File: src/rtl/read_control_if.sv
// rtl/read_control_if.sv - bank read bus and package output stream of read_control
//
// Purpose: bundles the dual-bank RAM read port and the downstream word stream
// so read_control and its environment share one connection.
// Signals:
//   even_rd_addr / odd_rd_addr  14  bank read addresses (controller -> RAM)
//   rden                         1  read strobe to both banks (controller -> RAM)
//   even_q / odd_q              16  bank read data, one cycle after rden (RAM -> controller)
//   out_data                    16  package word (controller -> downstream)
//   out_valid / out_ready        1  downstream handshake, transfer when both high
//   out_sop / out_eop            1  first / last word of a package, qualified by out_valid
// Modports: master = read_control side, slave = RAM + downstream side.

interface read_control_if;
  logic [13:0] even_rd_addr;
  logic [13:0] odd_rd_addr;
  logic        rden;
  logic [15:0] even_q;
  logic [15:0] odd_q;
  logic [15:0] out_data;
  logic        out_valid;
  logic        out_ready;
  logic        out_sop;
  logic        out_eop;

  modport master (
    output even_rd_addr, odd_rd_addr, rden,
    input  even_q, odd_q,
    output out_data, out_valid, out_sop, out_eop,
    input  out_ready
  );

  modport slave (
    input  even_rd_addr, odd_rd_addr, rden,
    output even_q, odd_q,
    input  out_data, out_valid, out_sop, out_eop,
    output out_ready
  );
endinterface

File: src/rtl/read_control.sv
// rtl/read_control.sv - reads stored packages from even/odd RAM banks and streams them out
//
// Purpose: counts packages announced by the writer (pkg_done), reads each
// package word by word from the even bank (even k) and odd bank (odd k) and
// delivers the words downstream through a 2-entry output buffer with
// valid/ready flow control, 1 word/cycle when downstream never stalls.
// Ports:
//   clk        system clock, rising edge
//   rst        synchronous active-high reset
//   pkg_done   one-cycle pulse, one more full package is stored
//   pend_cnt   packages stored but not yet fully issued for read
//   overflow   sticky, a pkg_done arrived while pend_cnt was already PEND_MAX
//   bus        read_control_if.master: bank read port and output stream

module read_control #(
  parameter int PACKAGE_LENGTH = 1036,
  parameter int PEND_MAX       = 15
) (
  input  logic          clk,
  input  logic          rst,
  input  logic          pkg_done,
  output logic [3:0]    pend_cnt,
  output logic          overflow,
  read_control_if.master bus
);

  localparam logic [11:0] K_LAST   = 12'(PACKAGE_LENGTH - 1);
  localparam logic [3:0]  PEND_TOP = 4'(PEND_MAX);

  typedef enum logic {IDLE, READ} state_t;

  state_t      state;
  logic [11:0] k;
  logic [13:0] even_addr;
  logic [13:0] odd_addr;

  // Read issued last cycle; its data is on even_q/odd_q this cycle.
  logic        cap_valid;
  logic        cap_odd;
  logic        cap_sop;
  logic        cap_eop;

  // Output buffer: head drives the outputs, skid catches a word while head stalls.
  logic [15:0] head_data;
  logic        head_valid;
  logic        head_sop;
  logic        head_eop;
  logic [15:0] skid_data;
  logic        skid_valid;
  logic        skid_sop;
  logic        skid_eop;

  logic        pop;
  logic [1:0]  held;
  logic        issue;
  logic        last_issue;
  logic        pend_inc;
  logic        pend_dec;
  logic [3:0]  pend_next;
  logic [15:0] cap_data;

  // rden is decided in the same cycle as the pop so the credit loop is one
  // read deep: buffered words left after the pop plus the word returning now
  // must leave room for the word requested now.
  always_comb begin
    pop        = head_valid && bus.out_ready;
    held       = {1'b0, head_valid} + {1'b0, skid_valid} - {1'b0, pop};
    issue      = !rst && (state == READ) && ((held + {1'b0, cap_valid}) < 2'd2);
    last_issue = issue && (k == K_LAST);
    pend_dec   = last_issue;
    // At the ceiling a pkg_done is only taken if a slot frees this same cycle.
    pend_inc   = pkg_done && ((pend_cnt != PEND_TOP) || pend_dec);
    pend_next  = pend_cnt + {3'b000, pend_inc} - {3'b000, pend_dec};
    cap_data   = cap_odd ? bus.odd_q : bus.even_q;
  end

  always_ff @(posedge clk) begin
    if (rst) begin
      state      <= IDLE;
      k          <= 12'd0;
      even_addr  <= 14'd0;
      odd_addr   <= 14'd0;
      cap_valid  <= 1'b0;
      cap_odd    <= 1'b0;
      cap_sop    <= 1'b0;
      cap_eop    <= 1'b0;
      head_data  <= 16'd0;
      head_valid <= 1'b0;
      head_sop   <= 1'b0;
      head_eop   <= 1'b0;
      skid_data  <= 16'd0;
      skid_valid <= 1'b0;
      skid_sop   <= 1'b0;
      skid_eop   <= 1'b0;
      pend_cnt   <= 4'd0;
      overflow   <= 1'b0;
    end else begin
      pend_cnt <= pend_next;
      if (pkg_done && (pend_cnt == PEND_TOP) && !pend_dec) begin
        overflow <= 1'b1;
      end

      // Entering READ on the edge that makes pend_cnt nonzero saves a cycle
      // of latency; leaving only when no further package waits keeps
      // back-to-back packages without a bubble.
      case (state)
        IDLE: if (pend_next != 4'd0) state <= READ;
        READ: if (last_issue && (pend_next == 4'd0)) state <= IDLE;
      endcase

      if (issue) begin
        k <= last_issue ? 12'd0 : k + 12'd1;
        if (k[0]) begin
          odd_addr <= odd_addr + 14'd1;
        end else begin
          even_addr <= even_addr + 14'd1;
        end
      end

      cap_valid <= issue;
      cap_odd   <= k[0];
      cap_sop   <= (k == 12'd0);
      cap_eop   <= (k == K_LAST);

      if (!head_valid || pop) begin
        if (skid_valid) begin
          head_data  <= skid_data;
          head_sop   <= skid_sop;
          head_eop   <= skid_eop;
          head_valid <= 1'b1;
          skid_valid <= cap_valid;
          if (cap_valid) begin
            skid_data <= cap_data;
            skid_sop  <= cap_sop;
            skid_eop  <= cap_eop;
          end
        end else begin
          head_valid <= cap_valid;
          if (cap_valid) begin
            head_data <= cap_data;
            head_sop  <= cap_sop;
            head_eop  <= cap_eop;
          end
        end
      end else if (cap_valid) begin
        skid_valid <= 1'b1;
        skid_data  <= cap_data;
        skid_sop   <= cap_sop;
        skid_eop   <= cap_eop;
      end
    end
  end

  assign bus.even_rd_addr = even_addr;
  assign bus.odd_rd_addr  = odd_addr;
  assign bus.rden         = issue;
  assign bus.out_data     = head_data;
  assign bus.out_valid    = head_valid;
  assign bus.out_sop      = head_sop;
  assign bus.out_eop      = head_eop;

endmodule

File: src/flat_wrapper.sv
// flat-port wrapper written by rule: the top's interface ports become plain ports
module read_control_flat 
#(
  parameter int PACKAGE_LENGTH = 1036,
  parameter int PEND_MAX       = 15
)
  (clk, rst, pkg_done, pend_cnt, overflow, bus_even_rd_addr, bus_odd_rd_addr, bus_rden, bus_even_q, bus_odd_q, bus_out_data, bus_out_valid, bus_out_sop, bus_out_eop, bus_out_ready);
  read_control_if bus_i ();
  input  logic clk;
  input  logic rst;
  input  logic pkg_done;
  output logic [3:0] pend_cnt;
  output logic overflow;
  output wire logic [$bits(bus_i.even_rd_addr)-1:0] bus_even_rd_addr;
  output wire logic [$bits(bus_i.odd_rd_addr)-1:0] bus_odd_rd_addr;
  output wire logic [$bits(bus_i.rden)-1:0] bus_rden;
  input wire logic [$bits(bus_i.even_q)-1:0] bus_even_q;
  input wire logic [$bits(bus_i.odd_q)-1:0] bus_odd_q;
  output wire logic [$bits(bus_i.out_data)-1:0] bus_out_data;
  output wire logic [$bits(bus_i.out_valid)-1:0] bus_out_valid;
  output wire logic [$bits(bus_i.out_sop)-1:0] bus_out_sop;
  output wire logic [$bits(bus_i.out_eop)-1:0] bus_out_eop;
  input wire logic [$bits(bus_i.out_ready)-1:0] bus_out_ready;
  assign bus_even_rd_addr = bus_i.even_rd_addr;
  assign bus_odd_rd_addr = bus_i.odd_rd_addr;
  assign bus_rden = bus_i.rden;
  assign bus_i.even_q = bus_even_q;
  assign bus_i.odd_q = bus_odd_q;
  assign bus_out_data = bus_i.out_data;
  assign bus_out_valid = bus_i.out_valid;
  assign bus_out_sop = bus_i.out_sop;
  assign bus_out_eop = bus_i.out_eop;
  assign bus_i.out_ready = bus_out_ready;
  read_control #(.PACKAGE_LENGTH(PACKAGE_LENGTH), .PEND_MAX(PEND_MAX)) u_core (.clk(clk), .rst(rst), .pkg_done(pkg_done), .pend_cnt(pend_cnt), .overflow(overflow), .bus(bus_i));
endmodule
File: config.mk
export PLATFORM = sky130hd
export DESIGN_NAME = read_control_flat
export DESIGN_NICKNAME = d
export VERILOG_FILES = /design/src/rtl/read_control_if.sv /design/src/rtl/read_control.sv /design/src/flat_wrapper.sv
export SDC_FILE = /design/constraint.sdc
export NUM_CORES = 1
export LEC_CHECK = 0
export CAP_MARGIN = 5
export CORE_MARGIN = 1.5
export CORE_UTILIZATION = 55
export CTS_BUF_LIST = sky130_fd_sc_hd__clkbuf_8 sky130_fd_sc_hd__clkbuf_16
export DETAILED_ROUTE_END_ITERATION = 16
export PLACE_DENSITY = 0.9
export SYNTH_ARGS = -nofsm -noshare
export SYNTH_HDL_FRONTEND = slang
export SYNTH_SLANG_ARGS = --single-unit
export TNS_END_PERCENT = 100
File: constraint.sdc
create_clock -name clk -period 8.4 [get_ports clk]
set_clock_uncertainty 0.05 [all_clocks]
set_input_delay 2.52 -clock clk [delete_from_list [all_inputs] [get_ports clk]]
set_output_delay 2.52 -clock clk [all_outputs]
set_load 0.01 [all_outputs]
==> out/metrics.csv, run 1 <==
stage,metric,value,unit
run,maxcap violations,0,
grt,initial antenna violation count,0,
placed_design,GP Congestion,0.770,
die,I/O pin count,89,
detailed_routing,met2 wire length,5.10,mm
sta,Worst-Margin Slew,1.22,ns
clock_tree,clock sink count,88,
power_and_ir_drop,Pwr per Cell Area,180,mW/mm²
clock_tree,H-tree level count,3,
detailed_routing,1st-iter DRT viols,162,
clock_tree,hold_buf cts,0,
sta,Final Max Tran Viols,0,
die,DIE AREA,0.00812,mm²
clock_tree,CTS root buffer,clkbuf_8,
layout,Area growth syn-to-layout,26.0,%
setup_path,CP endpoint kind,primary output,
placed_design,dpl cell area,0.00507,mm²
die,Core ar.,0.00729,mm²
clock_tree,Num CTS Buffers,9,
synth,"flops & latches, synth",88,
layout,"most common cell after layout, fill and taps aside",dfxtp_1,
power_and_ir_drop,Logic pwr share,20.6,%
hold_path,hold crit path type,reg -> reg,
synth,Synth Flop Type,dfxtp_1,
power_and_ir_drop,Net Sw Frac,31.2,%
run_status,status,completed,
setup_path,worst setup path category,in -> out,
power_and_ir_drop,worst vdd ir,0.121,mV
synth,"Seq/Total Area, Yosys",42.2,%
sta,Fin. Hold Viols,0,
detailed_routing,Max Used Layer,met4,
layout,fillers,581,
grt,first-pass GRT wire length,17.2,mm
synth,synthesized net count,544,
grt,GRT Util Overall,25.3,%
synth,"FFs w/ async S/R, synth",0,%
layout,area of the multi-input gates,0.00221,mm²
power_and_ir_drop,Int Power,650,µW
synth,post-synth cell types,44,
clock_tree,Post-CTS Setup Bufs,0,
grt,largest net degree at the start of global routing,45,
setup_path,crit-path max FO,4,
synth,"Warnings, synthesis",0,
sta,final setup fails,0,
detailed_routing,drt total wl,10.1,mm
clock_tree,PostCTS Resize Cnt,0,
detailed_routing,WL/cell,15.1,µm
sta,Final period util,88.2,%
placed_design,Post-DP HPWL,7.05,mm
detailed_routing,Initial DRT Pass Iterations,4,
clock_tree,clk buf depth,2,
power_and_ir_drop,NetSw,295,µW
layout,ANT cells,0,
setup_path,crit path buf inv count,4,
synth,gate count of the mapped netlist,496,
detailed_routing,DR WL met3,509,µm
detailed_routing,ANT nets after route,0,
die,row cnt,31,
setup_path,"Data arrival, critical path",4.84,ns
die,die width,90.1,µm
sta,setup TNS,0,ns
sta,minimum clock period,7.41,ns
synth,"EDFF count, synth",0,
synth,area of the mapped netlist,0.00417,mm²
synth,syn_area_per_cell,8.41,µm²
detailed_routing,wl on met1,4.33,mm
setup_path,CP startpoint kind,input pin,
clock_tree,Worst-path clk slew,0.09,ns
detailed_routing,drt drc,0,
clock_tree,CTS tree,yes,
power_and_ir_drop,Reg power frac,50.0,%
die,Initial Util,57.2,%
sta,relative slew slack,18.4,%
sta,RSZ-0062 raised after global routing,no,
setup_path,CP max stage cell,clkdlybuf4s50_1,
die,die height,90.1,µm
setup_path,"Cell Chain, Critical Path",clkdlybuf4s50_1 -> and2_1 -> ha_1 -> inv_1 -> ha_1 -> a21oi_4 -> mux2i_2 -> inv_1 -> clkdlybuf4s50_1,
placed_design,I/O Buffers,88,
sta,Max Fclk,135,MHz
layout,nets@finish,616,
grt,Congestion Overflow GR,0,
setup_path,critical path's largest stage delay,0.49,ns
power_and_ir_drop,clock share of power,29.4,%
layout,"commonest non-fill, non-tap cells in the layout","dfxtp_1 (88), clkdlybuf4s50_1 (87), nand2_1 (69), a21oi_1 (53), nor2_1 (32)",
detailed_routing,DR vias,3939,
setup_path,worst path required time,5.83,ns
layout,total area of sequential cells,0.00176,mm²
power_and_ir_drop,Pleak,0.00172,µW
detailed_routing,Via density,5.86,
layout,design area,0.00526,mm²
layout,layout cells sized above 1,4.71,%
setup_path,CP top delay family,buffers and inverters,
synth,Synth area leader,dfxtp_1,
clock_tree,clk_lat worst skew,0.36,ns
synth,main area contributors after synthesis,"dfxtp_1 (42%), a21oi_1 (6.4%), nand2_1 (6.2%)",
synth,area share of the largest cell type after synthesis,42.2,%
grt,vias in the first global route,3750,
Yosys cell counts, types with 2 or more instances:
master and count:
and2_1 3, nor2_1 32, o21a_1 2, nand4_1 7, clkbuf_1 22, or3_1 11
and3_1 3, nor4_1 4, xnor2_1 2, dfxtp_1 88, buf_2 7, a21oi_1 53
and4_1 5, nor2b_1 5, or4_1 17, nor3_1 4, nand3_1 15, o31ai_1 20
nand2_1 69, o311ai_0 5, ha_1 11, xor2_1 2, o41ai_1 5, o21ai_0 27
mux2i_1 22, nand4bb_1 3, a211oi_1 18, inv_1 18
stage by stage:
stage	total power, µW	util, %	setup slack [ns]	std cells	hold WS (ns)
final	945	72.1	0.990	672	0.404
after CTS	949	72.1	0.977	672	0.407
after floorplan	592	-	1.79	496	0.402
after global routing	991	72.1	0.858	672	0.428
after global placement	664	69.6	1.00	656	0.384
after detailed placement	674	69.6	1.00	656	0.394
power groups by stage:
stage / Sequential, µW / Combinational, µW / Clock, µW
finish: 472 / 195 / 278
global route: 477 / 214 / 299
CTS: 472 / 195 / 282
detailed placement: 481 / 193 / 0
global placement: 479 / 185 / 0
floorplan: 479 / 113 / 0
state kept, by name, summed over array words and instances, names as in the netlist, 4 cells and up:
signal	flops
u_core.k	12
u_core.pend_cnt	4
u_core.bus.even_rd_addr	14
u_core.skid_data	16
u_core.bus.out_data	16
u_core.bus.odd_rd_addr	14
kinds of logic after synthesis:
family | synth area share, %
and+or+nand+nor | 22.5
AOI/OAI and AO/OA | 19.8
DFF | 42.2
buffers and inverters | 5.01
muxes | 5.88
adders and majority gates | 3.78
xor gates and xnor gates | 0.840
final timing paths:
path,start,endpoint,slack (ns),depth (start not counted)
worst min-delay path,u_core.bus.out_data[15]$_SDFFE_PP0P_,u_core.bus.out_data[15]$_SDFFE_PP0P_,0.40,2
worst max-delay path,bus_out_ready,bus_rden,0.99,9
worst min register to register,u_core.bus.out_data[15]$_SDFFE_PP0P_,u_core.bus.out_data[15]$_SDFFE_PP0P_,0.40,2
worst max register to register,u_core.bus.out_valid$_SDFFE_PP0N_,u_core.state$_SDFF_PP0_,4.57,16
worst min-delay path, cell delays in order, from the launching register on:
cell and delay, ns:
dfxtp_1 0.32, nand2_1 0.05, a21oi_1 0.05
layout make-up:
class	count	area share, %
Multi-Input combinational cell	358	42.0
Timing Repair Buffer	93	17.4
Sequential cell	88	33.5
Inverter	18	1.29
Clock inverter	7	1.14
Tap cell	99	2.36
Clock buffer	9	2.36
metal layers:
layer	track usage (%)	vias to the layer above
met2	43.4	115
met3	5.33	20
met1	30.5	1858
met5	0	-
met4	11.1	0
li1	-	1946
No activity file was read; power rests on OpenSTA's default activity.
==> run 2: changes to the inputs <==
--- a/config.mk
+++ b/config.mk
@@ -11,6 +11,7 @@
 export CTS_BUF_LIST = sky130_fd_sc_hd__clkbuf_8 sky130_fd_sc_hd__clkbuf_16
 export DETAILED_ROUTE_END_ITERATION = 16
 export PLACE_DENSITY = 0.9
+export RECOVER_POWER = 50
 export SYNTH_ARGS = -nofsm -noshare
 export SYNTH_HDL_FRONTEND = slang
 export SYNTH_SLANG_ARGS = --single-unit
==> run 2 against run 1 <==
  * The run now ends with max-capacitance violations, max-slew violations left
  * Sequential share of layout area is essentially flat
  * Power shrank 0.62%
  * Clock power is essentially flat
  * Critical path depth is the same
  * Hold slack lost 0.0020 ns
  * Register-to-register slack lost 0.06 ns
  * Sequential power is essentially flat
  * Wire length shrank 0.14%
  * Via count grew 0.53%
  * Critical path type unchanged
  * Critical endpoint unchanged
  * Largest power group unchanged
  * Highest routed layer unchanged
==> out/metrics.csv, run 2 (synthesis results as in run 1) <==
stage,metric,value,unit,change
detailed_routing,Via density,5.89,,was 5.86
clock_tree,clk_lat worst skew,0.37,ns,was 0.36 ns
layout,final cell count without fillers,672,,unchanged
die,row cnt,31,,unchanged
setup_path,crit-path max FO,4,,unchanged
layout,layout cells sized above 1,4.36,%,was 4.71%
clock_tree,clock sink count,88,,unchanged
setup_path,"Data arrival, critical path",4.98,ns,was 4.84 ns
die,die width,90.1,µm,unchanged
placed_design,I/O Buffers,88,,unchanged
sta,Final Max Tran Viols,62,,was 0
hold_path,hold depth,2,,unchanged
layout,fillers,583,,was 581
grt,vias in the first global route,3750,,unchanged
sta,Hold Slack,0.402,ns,was 0.404 ns
detailed_routing,1st-iter DRT viols,149,,was 162
grt,GRT Util Overall,25.3,%,unchanged
clock_tree,Worst-path clk slew,0.09,ns,about the same
die,I/O pin count,89,,unchanged
setup_path,worst setup path category,in -> out,,unchanged
clock_tree,Post-CTS Setup Bufs,0,,unchanged
power_and_ir_drop,Pwr per Cell Area,179,mW/mm²,was 180 mW/mm²
setup_path,R2R depth,16,,unchanged
die,DIE AREA,0.00812,mm²,unchanged
power_and_ir_drop,Pleak,0.00187,µW,was 0.00172 µW
die,Initial Util,57.2,%,unchanged
die,Core ar.,0.00729,mm²,unchanged
clock_tree,H-tree level count,3,,unchanged
clock_tree,PostCTS Resize Cnt,0,,unchanged
setup_path,CP endpoint kind,primary output,,unchanged
setup_path,Critical R2R Launch,u_core.bus.out_valid$_SDFFE_PP0N_,,unchanged
hold_path,Worst Min Path Start,u_core.bus.out_data[15]$_SDFFE_PP0P_,,unchanged
grt,first-pass GRT wire length,17.2,mm,unchanged
grt,largest net degree at the start of global routing,45,,unchanged
placed_design,Post-DP HPWL,7.05,mm,unchanged
die,die height,90.1,µm,unchanged
layout,Area growth syn-to-layout,25.8,%,was 26.0%
setup_path,r2r setup slk,4.51,ns,was 4.57 ns
detailed_routing,ANT nets after route,0,,unchanged
setup_path,Worst R2R End,u_core.state$_SDFF_PP0_,,unchanged
grt,initial antenna violation count,0,,unchanged
sta,relative slew slack,-24.8,%,was 18.4%
clock_tree,Num CTS Buffers,9,,unchanged
clock_tree,CTS root buffer,clkbuf_8,,unchanged
hold_path,hold endpoint,u_core.bus.out_data[15]$_SDFFE_PP0P_,,unchanged
detailed_routing,Initial DRT Pass Iterations,6,,was 4
hold_path,hold crit path type,reg -> reg,,unchanged
clock_tree,CTS tree,yes,,unchanged
sta,Final period util,89.9,%,was 88.2%
detailed_routing,drt drc,0,,unchanged
run,maxcap violations,2,,was 0
sta,Worst-Margin Slew,1.87,ns,was 1.22 ns
run_status,failing checks,"max-capacitance violations, max-slew violations",,
sta,Max Fclk,132,MHz,was 135 MHz
sta,Fin. Hold Viols,0,,unchanged
setup_path,CP startpoint kind,input pin,,unchanged
sta,minimum clock period,7.55,ns,was 7.41 ns
setup_path,worst path required time,5.83,ns,about the same
layout,ANT cells,0,,unchanged
sta,RSZ-0062 raised after global routing,no,,unchanged
power_and_ir_drop,worst vdd ir,0.121,mV,about the same
sta,setup TNS,0,ns,unchanged
layout,nets@finish,616,,unchanged
clock_tree,hold_buf cts,0,,unchanged
detailed_routing,DR vias,3960,,"was 3,939"
layout,"most common cell after layout, fill and taps aside",dfxtp_1,,unchanged
layout,"commonest non-fill, non-tap cells in the layout","dfxtp_1 (88), nand2_1 (69), a21oi_1 (53), dlygate4sd3_1 (49), clkdlybuf4s50_1 (38)",,"was dfxtp_1 (88), clkdlybuf4s50_1 (87), nand2_1 (69), a21oi_1 (53), nor2_1 (32)"
power_and_ir_drop,Overall Power,939,µW,was 945 µW
grt,Congestion Overflow GR,0,,unchanged
sta,final setup fails,0,,unchanged
clock_tree,clk buf depth,2,,unchanged
placed_design,dpl cells,656,,unchanged
placed_design,GP Congestion,0.770,,unchanged
detailed_routing,drt total wl,10.1,mm,about the same
detailed_routing,WL/cell,15.1,µm,about the same
run_status,status,"finished, violations left",,was completed
-- run 2: area by class of cell --
| type | count | area, µm² | share of cell area (%) |
|---|---|---|---|
| clock buffers | 9 | 124 | 2.36 |
| clock inverters | 7 | 60.1 | 1.14 |
| multi-input cells | 358 | 2210 | 42.0 |
| inverters | 18 | 67.6 | 1.29 |
| repair buffers | 93 | 908 | 17.3 |
| well taps | 99 | 124 | 2.36 |
| flip-flops and latches | 88 | 1760 | 33.5 |
-- run 2: worst max path at each step --
stage	startpoint	end	slack, ns
floorplan	bus_out_ready	bus_rden	1.79
global placement	bus_out_ready	bus_rden	1.0
finish	bus_out_ready	bus_rden	0.85
CTS	bus_out_ready	bus_rden	0.98
detailed placement	bus_out_ready	bus_rden	1.00
global route	bus_out_ready	bus_rden	0.73
-- run 2: where the power goes --
group / switching [µW] / internal (µW)
Combinational: 103 / 85.7
Sequential: 26.1 / 445
Clock: 167 / 113
Total: 296 / 644
-- run 2: worst max-delay path: stages --
cell and delay, ns:
dlygate4sd3_1 0.56, and2_1 0.17, ha_1 0.27, inv_1 0.04, ha_1 0.31, a21oi_4 0.23, mux2i_2 0.26, inv_1 0.13
clkdlybuf4s50_1 0.49
-- run 2: metal layers --
layer  wire length, µm  share of wire [%]  up-vias  track usage, %
li1                  -                  -     1952               -
met5                 0                  0        -               0
met4               240                2.4        0            11.1
met2              5050                 50      123            43.4
met3               553                5.5       25            5.33
met1              4290                 42     1860            30.5
-- run 2: per-stage QoR --
step / instance area (µm²) / setup slack (ns) / util [%]
finish: 5250 / 0.851 / 72.0
global route: 5250 / 0.730 / 72.0
CTS: 5260 / 0.977 / 72.1
detailed placement: 5070 / 1.00 / 69.6
global placement: 5070 / 1.00 / 69.6
floorplan: 4170 / 1.79 / -
